## config.mk

```make
export PLATFORM = sky130hd
export DESIGN_NAME = score_bcd_converter_flat
export DESIGN_NICKNAME = d
export VERILOG_FILES = /design/src/rtl/score_bcd_if.sv /design/src/rtl/score_bcd_converter.sv /design/src/flat_wrapper.sv
export SDC_FILE = /design/constraint.sdc
export NUM_CORES = 1
export LEC_CHECK = 0
export BUFFER_PORTS_ARGS = -buffer_cell sky130_fd_sc_hd__clkbuf_2
export CORE_MARGIN = 1
export CORE_UTILIZATION = 59
export CTS_BUF_LIST = sky130_fd_sc_hd__clkbuf_16
export CTS_CLUSTER_DIAMETER = 40
export DETAILED_ROUTE_END_ITERATION = 7
export PLACE_DENSITY_LB_ADDON = 0.15
export SETUP_SLACK_MARGIN = 0.2
export SYNTH_ARGS = -nofsm -noshare
export SYNTH_HDL_FRONTEND = slang
export SYNTH_SLANG_ARGS = --single-unit
```

## constraint.sdc

```tcl
create_clock -name clk -period 2.7 [get_ports clk]
set_input_delay 0.27 -clock clk [delete_from_list [all_inputs] [get_ports clk]]
set_output_delay 0.27 -clock clk [all_outputs]
set_load 0.02 [all_outputs]
```

## src/rtl/score_bcd_if.sv

```systemverilog
// score_bcd_if: score input, start request and BCD display result bundle
interface score_bcd_if #(
    parameter int WIDTH  = 32,
    parameter int DIGITS = 8
);
    logic                  start;
    logic [WIDTH-1:0]      score;
    logic [4*DIGITS-1:0]   bcd;
    logic [DIGITS-1:0]     blank;
    logic                  busy;
    logic                  done;
    logic                  overflow;
    modport master (output start, score, input bcd, blank, busy, done, overflow);
    modport slave  (input start, score, output bcd, blank, busy, done, overflow);
endinterface

```

## src/rtl/score_bcd_converter.sv

```systemverilog
// score_bcd_converter: one-bit-per-clock double-dabble score to BCD with blank mask
module score_bcd_converter #(
    parameter int WIDTH  = 32,
    parameter int DIGITS = 8,
    parameter int AUTO   = 1
) (
    input logic         clk,
    input logic         rst,
    score_bcd_if.slave  bus
);
    localparam int BW = 4 * DIGITS;
    localparam int CW = $clog2(WIDTH + 1);
    function automatic logic [63:0] max_val(input int d);
        logic [63:0] v;
        v = 64'd1;
        for (int k = 0; k < d; k++) v = v * 64'd10;
        return v - 64'd1;
    endfunction
    localparam logic [63:0] MAXV = max_val(DIGITS);
    typedef enum logic [1:0] {IDLE, CONVERT, COMMIT} state_t;
    state_t            state;
    logic [BW-1:0]     acc;
    logic [BW-1:0]     adj;
    logic [WIDTH-1:0]  sr;
    logic [WIDTH-1:0]  snap;
    logic [CW-1:0]     cnt;
    logic              ovf;
    logic              sat;
    logic              trig;
    logic [DIGITS-1:0] nxt_blank;
    assign sat  = 64'(bus.score) > MAXV;
    assign trig = bus.start || (AUTO != 0 && bus.score != snap);
    for (genvar i = 0; i < DIGITS; i++) begin : g_nib
        assign adj[4*i+:4] = acc[4*i+:4] >= 4'd5 ? acc[4*i+:4] + 4'd3 : acc[4*i+:4];
        if (i == 0) begin : g_lsd
            assign nxt_blank[i] = 1'b0;
        end else begin : g_upper
            assign nxt_blank[i] = ~|acc[BW-1:4*i];
        end
    end
    // One extra CONVERT cycle after the last shift keeps done at WIDTH+2 edges after the trigger
    always_ff @(posedge clk) begin
        if (rst) begin
            state        <= IDLE;
            snap         <= '0;
            cnt          <= '0;
            acc          <= '0;
            sr           <= '0;
            ovf          <= 1'b0;
            bus.bcd      <= '0;
            bus.blank    <= {{(DIGITS-1){1'b1}}, 1'b0};
            bus.busy     <= 1'b0;
            bus.done     <= 1'b0;
            bus.overflow <= 1'b0;
        end else begin
            bus.done <= 1'b0;
            case (state)
                IDLE: if (trig) begin
                    snap     <= bus.score;
                    sr       <= sat ? MAXV[WIDTH-1:0] : bus.score;
                    ovf      <= sat;
                    acc      <= '0;
                    cnt      <= '0;
                    bus.busy <= 1'b1;
                    state    <= CONVERT;
                end
                CONVERT: if (cnt == CW'(WIDTH)) begin
                    state <= COMMIT;
                end else begin
                    {acc, sr} <= {adj[BW-2:0], sr, 1'b0};
                    cnt       <= cnt + CW'(1);
                end
                COMMIT: begin
                    bus.bcd      <= acc;
                    bus.blank    <= nxt_blank;
                    bus.overflow <= ovf;
                    bus.done     <= 1'b1;
                    bus.busy     <= 1'b0;
                    state        <= IDLE;
                end
                default: state <= IDLE;
            endcase
        end
    end
endmodule

```

## src/flat_wrapper.sv

```systemverilog
// flat-port wrapper written by rule: the top's interface ports become plain ports
module score_bcd_converter_flat 
#(
    parameter int WIDTH  = 32,
    parameter int DIGITS = 8,
    parameter int AUTO   = 1
)
  (clk, rst, bus_start, bus_score, bus_bcd, bus_blank, bus_busy, bus_done, bus_overflow);
  score_bcd_if #(.WIDTH(WIDTH), .DIGITS(DIGITS)) bus_i ();
  input logic clk;
  input logic rst;
  input wire logic [$bits(bus_i.start)-1:0] bus_start;
  input wire logic [$bits(bus_i.score)-1:0] bus_score;
  output wire logic [$bits(bus_i.bcd)-1:0] bus_bcd;
  output wire logic [$bits(bus_i.blank)-1:0] bus_blank;
  output wire logic [$bits(bus_i.busy)-1:0] bus_busy;
  output wire logic [$bits(bus_i.done)-1:0] bus_done;
  output wire logic [$bits(bus_i.overflow)-1:0] bus_overflow;
  assign bus_i.start = bus_start;
  assign bus_i.score = bus_score;
  assign bus_bcd = bus_i.bcd;
  assign bus_blank = bus_i.blank;
  assign bus_busy = bus_i.busy;
  assign bus_done = bus_i.done;
  assign bus_overflow = bus_i.overflow;
  score_bcd_converter #(.WIDTH(WIDTH), .DIGITS(DIGITS), .AUTO(AUTO)) u_core (.clk(clk), .rst(rst), .bus(bus_i));
endmodule
```

# Word level (Yosys, flattened, before mapping)

Cells that the tools add are included.

Register bits after elaboration: 147
Output and inout port bits: 43
Logic and storage cells: 82

$add $sub $neg: 9
Order comparisons: 9
Equal/unequal tests: 7
Mux-type cells: 24
Reduce and logical (&&, ||, !) cells: 22

Operators by type and width:

| kind                   | number |
|---|---|
| $mux W32               | 5 |
| $pmux W32 S2           | 2 |
| $ge A4 B3 Y1 const B   | 8 |
| $gt A32 B27 Y1 const B | 1 |
| $ne A32 B32 Y1         | 1 |
| $add A4 B2 Y4 const B  | 7 |
| $mux W4                | 7 |
| $reduce_or A28 Y1      | 1 |
| $reduce_or A24 Y1      | 1 |
| $reduce_or A20 Y1      | 1 |
| $reduce_or A16 Y1      | 1 |
| $mux W6                | 2 |
| $pmux W6 S2            | 1 |
| $reduce_or A12 Y1      | 1 |
| $reduce_or A8 Y1       | 1 |
| $logic_not A1 Y1       | 7 |
| $add A6 B1 Y6 const B  | 1 |
| $eq A6 B6 Y1 const B   | 1 |
| $reduce_and A2 Y1      | 3 |
| $mux W2                | 2 |
| $ne A2 B1 Y1 const B   | 2 |
| $pmux W2 S2            | 1 |
| $reduce_bool A2 Y1     | 2 |
| $reduce_or A4 Y1       | 1 |
| 10 further kinds       | 11 |

# Longest topological paths before layout

Depth after elaboration: 4
Mapped depth: 9
Depth with buffers taken out: 8

# Worst setup path before layout

OpenSTA, ideal clock, no wires.

Path kind: register to register
Start point: reg u_core.cnt[0]
End point: reg u_core.acc[22]
Setup time: 0.121 ns
Arrival time: 2.072 ns
Data required time: 2.579 ns
Setup slack: 0.507 ns
Stages on the path, launching flop included: 10
Path buffers: 1
Clock period less this slack: 2.193 ns
Cells stage by stage: dfxtp_1 > inv_1 > ha_1 > nand4bb_1 > nor2_2 > nor2_1 > nor2_1 > a21oi_2 > buf_6 > mux2_4

Cells in the longest elaborated chain, start to end: 3

RTL lines:

| item                               | RTL line                  | text |
|---|---|---|
| from (decl)                        | score_bcd_converter.sv:26 | `logic [CW-1:0] cnt;` |
| from (signal assigned)             | score_bcd_converter.sv:71 | `cnt <= cnt + CW'(1);` |
| $eq A6 B6 Y1                       | score_bcd_converter.sv:67 | `CONVERT: if (cnt == CW'(WIDTH)) begin` |
| $ne A2 B2 Y1 (no source line)      | --                        |  |
| $reduce_and A3 Y1 (no source line) | --                        |  |
| to (signal assigned)               | score_bcd_converter.sv:70 | `{acc, sr} <= {adj[BW-2:0], sr, 1'b0};` |
| to (decl)                          | score_bcd_converter.sv:22 | `logic [BW-1:0] acc;` |

No other way between the ends.
A chain may end at the register's enable or synchronous reset.

# Final worst setup path

Start point: reg u_core.cnt[0]
End point: reg u_core.sr[24]

Cells in the longest elaborated chain, start to end: 3

RTL lines:

| item                               | RTL line                  | text |
|---|---|---|
| $eq A6 B6 Y1                       | score_bcd_converter.sv:67 |  |
| $ne A2 B2 Y1 (no source line)      | --                        |  |
| $reduce_and A3 Y1 (no source line) | --                        |  |
| to (signal assigned)               | score_bcd_converter.sv:60 | `sr <= sat ? MAXV[WIDTH-1:0] : bus.score;` |
| to (signal assigned)               | score_bcd_converter.sv:70 |  |
| to (decl)                          | score_bcd_converter.sv:24 | `logic [WIDTH-1:0] sr;` |

No other way between the ends.

==> results.json <==
{
  "port_buffers": 76,
  "multi_input_area_um2": 3920,
  "worstSetupEndpointType": "register",
  "floorplan.die.height_um": 113,
  "worst_reg_to_reg_setup_slack_ps": 360,
  "post-route-period-util": 0.868,
  "postSynth.topFlopCell": "sky130_fd_sc_hd__dfxtp_1",
  "initialDrtViolationCount": 508,
  "reg2regPathDepth": 9,
  "synthesis.area_um2": 7230,
  "number_of_antenna_violations_at_the_first_check_in_global_routing": 0,
  "critical-path-max-stage-delay_ps": 360,
  "peak_supply_drop_mv": 0.345,
  "clock_tree.buffer_depth": 2,
  "placement.setup.worst_slack_ps": 346,
  "final_nets": 979,
  "number_of_fill_cells_in_the_layout": 966,
  "worst-path-buf-inv": 2,
  "synth_cell_type_count": 59,
  "hold_start": "bus_score[27]",
  "insertion_delay_ps": 420,
  "worst_slew_pin_slew_ps": 771,
  "cts.sink_count": 147,
  "timing.setup.critical_path_class": "register to register",
  "cts.hold.buffers_added": 0,
  "p_leak_nw": 3.16,
  "timing.final.max_slew_violations": 0,
  "critical_path.slowest_cell": "sky130_fd_sc_hd__nor2_1",
  "wl_per_cell_um": 17.7,
  "floorplan.initialDensity": 0.604,
  "top_cell_family_by_delay_on_the_critical_path": "simple AND/OR/NAND/NOR gates",
  "finalSetupTns_ps": 0,
  "hold-worst-slack_ps": 130,
  "design.die.area_um2": 12700,
  "finalHoldViolCount": 0,
  "area.growth.synth_to_final_pct": 14.6,
  "cap_violations": 0,
  "crit_path_frequent_cell": "sky130_fd_sc_hd__nor2_2",
  "syn_inst": 870,
  "antenna_left": 0,
  "ctsRootBufferMaster": "sky130_fd_sc_hd__clkbuf_16",
  "layout.cells.non_filler": 1079,
  "antenna_cells_inserted": 0,
  "setup_viol_count_final": 0,
  "dpl.cell_count": 1050,
  "syn-mean-instance-area_um2": 8.31,
  "cts_tree": "done",
  "fmax_ghz": 0.426,
  "drc": 0,
  "crit_arrival_ps": 2640,
  "ff_latch_area_um2": 2940,
  "layout_setup_ws_ps": 355,
  "setup.worst_path.start_class": "register",
  "power.total_mw": 5.03,
  "post_synth_edffs": 0,
  "clk_pin_slew_ps": 60,
  "critical_path.max_fanout": 26,
  "core_area_um2": 12000,
  "timing.hold.worst_endpoint": "u_core.snap[27]",
  "layout.core_utilization": 0.693,
  "synth_seq_area_share": 0.407,
  "fin_worst_skew_ps": 11.4,
  "boundaryPins": 78,
  "grt_pass1_vias": 6531,
  "mappedNetlistNets": 927,
  "synth-async-reset-ratio": 0,
  "die_w_um": 113,
  "drive_above_1_share": 0.157,
  "layout.cell_area.non_filler_um2": 8290,
  "cp.required_ps": 3000,
  "hold_class": "input pin to register",
  "wirelength_mm": 19.1,
  "routabilityCongestion": 0.934,
  "firstDrtPassIters": 5,
  "min_path_cells": 3,
  "rsz0062_at_grt": "no",
  "rr_startpoint": "u_core.cnt[0]",
  "power_density_nw_per_um2": 607,
  "vias_per_cell": 6.24,
  "hpwlAfterDp_mm": 12.6,
  "timing.rr.end": "u_core.sr[24]",
  "h-tree-depth": 4,
  "track_usage": 0.311,
  "yosysWarnings": 0,
  "outcome": "finished clean",
  "fin_crit_ps": 2340,
  "synth_register_bits": 147,
  "std_cell_rows": 40,
  "grt_first_pass_wirelength_mm": 31.4,
  "cp_cell_sequence": "inv_1 -> ha_1 -> nand4bb_1 -> nor2_2 -> nor2_2 -> nor2_1 -> a21oi_4 -> buf_4 -> mux2_4",
  "relative_slew_slack": 0.485,
  "cts_buffers": 17,
  "placement.cell_area_um2": 7730,
  "grt_max_degree": 140,
  "gr-total-overflow": 0,
  "most-common-layout-cells": "sky130_fd_sc_hd__dfxtp_1, sky130_fd_sc_hd__nand2_1, sky130_fd_sc_hd__a21oi_1",
  "layout.cells.most_common": "sky130_fd_sc_hd__dfxtp_1",
  "vias": 6729
}
-- sequential cells by signal, summed over array words and instances, names as in the netlist --
register and cells:
u_core.state 2, u_core.sr 32, u_core.bus.overflow 1, u_core.snap 32, u_core.cnt 6, u_core.bus.done 1, u_core.bus.busy 1, u_core.bus.blank 7
u_core.ovf 1, u_core.bus.bcd 32, u_core.acc 32
-- worst register-to-register path, stage by stage (launching register included) --
cell and delay [ps]:
sky130_fd_sc_hd__dfxtp_1 340, sky130_fd_sc_hd__inv_1 90, sky130_fd_sc_hd__ha_1 160, sky130_fd_sc_hd__nand4bb_1 310, sky130_fd_sc_hd__nor2_2 230, sky130_fd_sc_hd__nor2_2 60
sky130_fd_sc_hd__nor2_1 360, sky130_fd_sc_hd__a21oi_4 50, sky130_fd_sc_hd__buf_4 280, sky130_fd_sc_hd__mux2_4 350
-- worst max path at each step --
stage,start,to,slack (ps),depth (start not counted)
floorplan,u_core.cnt[0],u_core.acc[22],510,9
global placement,bus_score[17],u_core.sr[20],380,8
detailed placement,bus_score[27],u_core.sr[24],350,8
CTS,u_core.cnt[0],u_core.sr[24],390,9
global route,u_core.acc[30],u_core.bus.blank[1],210,6
finish,u_core.cnt[0],u_core.sr[24],360,9
-- power breakdown --
group | internal [mW] | switching (mW)
Combinational | 0.174 | 0.298
Sequential | 2.25 | 0.0489
Clock | 1.41 | 0.847
-- metal layers --
layer,track usage,share of wire
met1,0.372,0.41
met2,0.537,0.50
met3,0.0664,0.064
met4,0.142,0.025
met5,0,0
-- synth_stat cells (13+ instances only) --
cell	n	area, µm²
sky130_fd_sc_hd__nand2_1	106	398
sky130_fd_sc_hd__o21ai_0	46	230
sky130_fd_sc_hd__nand2b_1	19	119
sky130_fd_sc_hd__nor2_1	34	128
sky130_fd_sc_hd__clkbuf_1	57	214
sky130_fd_sc_hd__inv_1	28	105
sky130_fd_sc_hd__dfxtp_1	147	2940
sky130_fd_sc_hd__xnor2_1	25	219
sky130_fd_sc_hd__o211ai_1	18	135
sky130_fd_sc_hd__ha_1	22	275
sky130_fd_sc_hd__o221ai_1	13	114
sky130_fd_sc_hd__nor2b_1	28	175
sky130_fd_sc_hd__a211oi_1	23	173
sky130_fd_sc_hd__nand3_1	52	260
sky130_fd_sc_hd__a21oi_1	98	490
sky130_fd_sc_hd__nor3_1	16	80.1
-- cells by family (layout without fill, tap and decap cells) --
group                      after synthesis  after routing  share of synthesized area
AOI/OAI and AO/OA                      264            264                      0.230
xor gates and xnor gates                32             32                     0.0388
adders and majority gates               22             22                     0.0381
buffers and inverters                   96            158                     0.0545
DFF                                    147            147                      0.407
muxes                                   25             25                     0.0415
other                                    1              1                   0.000519
and+or+nand+nor                        283            283                      0.190
-- layout make-up --
cell class,instances,share of cell area
Clock buffer,17,0.0513
Timing Repair Buffer,101,0.0703
Tap cell,147,0.0222
Clock inverter,12,0.0154
Multi-Input combinational cell,627,0.473
Sequential cell,147,0.355
Inverter,28,0.0127
-- repair_timing --
| action | CTS | global route |
|---|---|---|
| buffers inserted | 0 | 0 |
| hold endpoints to repair | 0 | 0 |
| resized for setup | 0 | 1 |
| setup endpoints to repair | 0 | 1 |
(Power assumes the default switching activity.)
